===== config.mk =====
export PLATFORM = sky130hd
export DESIGN_NAME = serial_adder_ctrl
export DESIGN_NICKNAME = d
export VERILOG_FILES = /design/src/rtl/serial_adder_pkg.sv /design/src/rtl/serial_adder_ctrl_full_adder.sv /design/src/rtl/serial_adder_ctrl.sv
export SDC_FILE = /design/constraint.sdc
export NUM_CORES = 1
export LEC_CHECK = 0
export ABC_AREA = 1
export CAP_MARGIN = 10
export CORE_ASPECT_RATIO = 1.5
export CORE_MARGIN = 5
export CORE_UTILIZATION = 45
export DETAILED_ROUTE_END_ITERATION = 8
export PLACE_DENSITY = 0.74
export SYNTH_ARGS = -nofsm -noshare
export SYNTH_HDL_FRONTEND = slang
export SYNTH_HIERARCHICAL = 1
export SYNTH_SLANG_ARGS = --single-unit

===== constraint.sdc =====
create_clock -name clk -period 1.3 [get_ports clk]
set_input_delay 0.26 -clock clk [delete_from_list [all_inputs] [get_ports clk]]
set_output_delay 0.26 -clock clk [all_outputs]
set_load 0.005 [all_outputs]

===== src/rtl/serial_adder_pkg.sv =====
// Shared definitions for the bit-serial adder controller: FSM state encoding
// and the bit-counter width helper.
package serial_adder_pkg;

  typedef enum logic [1:0] {
    S_IDLE = 2'd0,
    S_RUN  = 2'd1,
    S_DONE = 2'd2
  } state_t;

  // Bit counter width for a given operand width: $clog2(width), never below 1.
  function automatic int cnt_width(input int width);
    return (width > 1) ? $clog2(width) : 1;
  endfunction

endpackage


===== src/rtl/serial_adder_ctrl_full_adder.sv =====
// One-bit full adder cell used as the serial adder datapath; purely combinational.
module full_adder (
  input  logic a,
  input  logic b,
  input  logic cin,
  output logic sum,
  output logic cout
);

  assign sum  = a ^ b ^ cin;
  assign cout = (a & b) | (cin & (a ^ b));

endmodule


===== src/rtl/serial_adder_ctrl.sv =====
// Bit-serial adder controller: walks one full_adder across WIDTH cycles, LSB first,
// and publishes {cout_out, sum_out} with a one-cycle done pulse.
module serial_adder_ctrl
  import serial_adder_pkg::*;
#(
  parameter int WIDTH = 8
) (
  input  logic             clk,
  input  logic             rst,
  input  logic             start,
  input  logic [WIDTH-1:0] a_in,
  input  logic [WIDTH-1:0] b_in,
  input  logic             cin_in,
  output logic             busy,
  output logic             done,
  output logic [WIDTH-1:0] sum_out,
  output logic             cout_out
);

  localparam int CNT_W = cnt_width(WIDTH);

  state_t           r_state;
  state_t           w_state_nxt;
  logic [WIDTH-1:0] r_a_sh;
  logic [WIDTH-1:0] r_b_sh;
  logic [WIDTH-1:0] r_sum_sh;
  logic             r_carry;
  logic [CNT_W-1:0] r_cnt;

  logic             w_accept;
  logic             w_last;
  logic             w_fa_sum;
  logic             w_fa_cout;
  logic [WIDTH:0]   w_sum_cat;

  full_adder u_fa (
    .a    (r_a_sh[0]),
    .b    (r_b_sh[0]),
    .cin  (r_carry),
    .sum  (w_fa_sum),
    .cout (w_fa_cout)
  );

  assign w_accept  = start && ((r_state == S_IDLE) || (r_state == S_DONE));
  assign w_last    = (r_cnt == CNT_W'(WIDTH - 1));
  // Concatenate-then-slice keeps the right shift legal for WIDTH=1.
  assign w_sum_cat = {w_fa_sum, r_sum_sh};

  assign busy = (r_state == S_RUN);
  assign done = (r_state == S_DONE);

  always_ff @(posedge clk or posedge rst) begin
    if (rst) r_state <= S_IDLE;
    else     r_state <= w_state_nxt;
  end

  always_comb begin
    w_state_nxt = S_IDLE;
    case (r_state)
      S_IDLE:  w_state_nxt = start ? S_RUN : S_IDLE;
      S_RUN:   w_state_nxt = w_last ? S_DONE : S_RUN;
      S_DONE:  w_state_nxt = start ? S_RUN : S_IDLE;
      default: w_state_nxt = S_IDLE;
    endcase
  end

  always_ff @(posedge clk or posedge rst) begin
    if (rst) begin
      r_a_sh   <= '0;
      r_b_sh   <= '0;
      r_sum_sh <= '0;
      r_carry  <= 1'b0;
      r_cnt    <= '0;
      sum_out  <= '0;
      cout_out <= 1'b0;
    end else if (w_accept) begin
      r_a_sh   <= a_in;
      r_b_sh   <= b_in;
      r_sum_sh <= '0;
      r_carry  <= cin_in;
      r_cnt    <= '0;
    end else if (r_state == S_RUN) begin
      r_a_sh   <= r_a_sh >> 1;
      r_b_sh   <= r_b_sh >> 1;
      r_sum_sh <= w_sum_cat[WIDTH:1];
      r_carry  <= w_fa_cout;
      r_cnt    <= r_cnt + CNT_W'(1);
      if (w_last) begin
        sum_out  <= w_sum_cat[WIDTH:1];
        cout_out <= w_fa_cout;
      end
    end
  end

endmodule


==> metrics.cfg <==
[status]
result_of_the_run=complete, but fails checks
violations=negative setup slack

[detailed_routing]
drt-met1-wl_mm=1.69
via_total_after_detailed_routing=1561
detail-route-antenna-nets=0
number_of_vias_per_cell_after_detailed_routing=5.05
wl_per_cell_um=12.8
detailed_route_iter0_violations=60
top_layer=met4
dr_wl_met2_mm=2.06
detail_route.wirelength_mm=3.97
met3_wirelength_um=158
drt_pass_1_iters=4
remaining_drc_errors=0

[critical_path]
maximum_fanout_along_the_worst_path=2
critPathLaunchType=register
required_ps=1040
minimum_setup_slack_among_reg_to_reg_paths_ps=50
critPathArrivalTime_ps=1040
r2r_end=r_state[1]
worst-setup-path-type=reg2out
critical_path.reg2reg.startpoint=r_state[0]
critPathCaptureType=primary output
worstRegToRegCells=6

[logic_synthesis]
ys_seq_area_share_pct=52.6
post_synth_instance_area_um2=1810
synth_edf_count=0
synthesis.instances=219
synth.avg_cell_area_um2=8.25
ys_ff_latch=38
async_reset_ff_share_pct=100
synth_top_area_cell=sky130_fd_sc_hd__dfrtp_1
netlist.area_leader.share_pct=52.6
ys.warnings.count=6
ys_top_cells_by_count=sky130_fd_sc_hd__nand2_1 (81), sky130_fd_sc_hd__nand3_1 (57), sky130_fd_sc_hd__dfrtp_1 (38), sky130_fd_sc_hd__inv_1 (18), sky130_fd_sc_hd__buf_2 (8)
synth.area.top_cells=sky130_fd_sc_hd__dfrtp_1 (53%), sky130_fd_sc_hd__nand2_1 (17%), sky130_fd_sc_hd__nand3_1 (16%)
synth_nets=242
synthDistinctLibCells=17
post-synth-top-count-cell=sky130_fd_sc_hd__nand2_1
postSynth.topFlopCell=sky130_fd_sc_hd__dfrtp_1

[power]
finalPower_uw=5810
static-leakage-power_uw=0.00131
vdd_drop_max_v=0.00133
power_density_nw_per_um2=2380

[timing]
final.setup_skew_ps=8.10
rsz0062_at_grt=true
fin_ws_ps=-3.41
achievable-frequency_mhz=767
final_hold_viol_count=0
final.period_utilization_pct=100
worst_hold_slack_ps=310
finalMaxSlewViolations=0
slew_margin_rel_pct=86.2
tightestPinTransition_ps=208
report.final.setup_viol=2
final.min_clock_period_ps=1300

[cts]
cts_tree=done
clock_sinks=38
clk_latency_worst_skew_pair_ps=300
htree_levels=2
cts.clk_slew.worst_paths_ps=70
tritoncts.num_buffers=5
cts.hold.buffers_added=0
cts_root_buffer=sky130_fd_sc_hd__clkbuf_8
cts_max_path_buffers=2

[finish]
final_layout_size_suffix_gt1_share_pct=15.5
diodes=0
nFillCells=349
areaGrowthSynthToFinish_pct=35.2
fin_util_pct=62.3
design.final.nets=286

[grt]
grt_first_pass_wirelength_mm=6.83
globalRoute.totalOverflow=0
first_global_vias=1675
initial_antenna_violation_count=0
grt_use_total_pct=16.9
grt_max_degree=39

[floorplan]
core_um2=3920
die_width_um=61.7
die_h_um=87.6
ios=31
core.rowCount=28
fp.dieArea_um2=5410
start_util_pct=46.0

[flow_run]
max-cap-violations=0

[placement]
gpl.final_weighted_congestion=0.782
io_buffer_count=30
detailed_place_hpwl_mm=2.60

[min_path]
timing.hold.worst.class=in2async

-- kinds of logic after synthesis --
kind of cell	count (synthesis)	share of synthesized area [%]
simple gates	144	35.3
buf+inv	33	9.28
flops	38	52.6
fa+ha+maj	3	2.49
compound gates	1	0.277
-- power breakdown --
part | internal [uW] | switching (uW) | leakage [uW]
Combinational | 1180 | 1330 | 0.000763
Sequential | 1730 | 318 | 0.000478
Clock | 819 | 431 | 0.0000714
Total | 3730 | 2070 | 0.00131
-- cell usage in the layout, fill, tap and decap left out, types with 2 or more instances in the layout --
| cell | n |
|---|---|
| sky130_fd_sc_hd__clkbuf_8 | 6 |
| sky130_fd_sc_hd__inv_4 | 2 |
| sky130_fd_sc_hd__buf_4 | 11 |
| sky130_fd_sc_hd__buf_2 | 2 |
| sky130_fd_sc_hd__nand2_1 | 80 |
| sky130_fd_sc_hd__dfrtp_1 | 37 |
| sky130_fd_sc_hd__buf_8 | 2 |
| sky130_fd_sc_hd__nor2_4 | 3 |
| sky130_fd_sc_hd__bufinv_16 | 2 |
| sky130_fd_sc_hd__clkdlybuf4s50_1 | 19 |
| sky130_fd_sc_hd__nand3_1 | 57 |
| sky130_fd_sc_hd__nand2_2 | 2 |
| sky130_fd_sc_hd__inv_1 | 17 |
| sky130_fd_sc_hd__buf_6 | 3 |
| sky130_fd_sc_hd__buf_12 | 2 |
| sky130_fd_sc_hd__dlygate4sd2_1 | 9 |
-- final cells by class --
cell class	count	area, um^2	area share (%)
Timing Repair Buffer	49	490	20.1
Multi-Input combinational cell	149	722	29.5
Tap cell	45	56.3	2.30
Clock inverter	2	60.1	2.46
Clock buffer	6	82.6	3.38
Inverter	20	80.1	3.28
Sequential cell	38	952	39.0
-- critical path: stages, from the launching register on --
cell	delay (ps)
sky130_fd_sc_hd__dfrtp_1	390
sky130_fd_sc_hd__buf_4	150
sky130_fd_sc_hd__nor2_4	90
sky130_fd_sc_hd__buf_2	120
-- sequential cells by signal, summed over array words and instances (netlist names) --
name      cells
sum_out       8
r_sum_sh      7
r_state       2
r_b_sh        8
r_a_sh        8
cout_out      1
r_carry       1
r_cnt         3
-- worst max path at each step --
stage / startpoint / end / slack [ps]
detailed placement: r_state[0] / done / -80
global placement: r_state[0] / done / -80
finish: r_state[1] / busy / -3
floorplan: r_cnt[0] / sum_out[7] / 140
CTS: r_state[0] / done / -80
global route: r_state[0] / done / -30
-- layer usage --
layer  track usage [%]  up-vias
met5                 0        -
met1              20.1      734
li1                  -      786
met3              3.10        6
met4              10.4        0
met2              27.3       35
-- through the flow --
stage	worst slack, ps	cell area, um^2	instances	TNS (ps)
after floorplan	138	1810	219	0
after global placement	-77.7	2200	295	-128
after detailed placement	-84.0	2200	295	-290
after CTS	-80.1	2370	306	-87.5
after global routing	-33.4	2440	309	-72.5
final	-3.41	2440	309	-6.05
-- repair_timing --
| action | 4_1_cts | 5_1_grt |
|---|---|---|
| gates resized for setup | 24 | 9 |
| setup endpoints to repair | 20 | 28 |
| cloned | 1 | 1 |
| pin swaps | 2 | 3 |
| buffers inserted | 2 | 2 |
Power figures use the tool's default switching activity.
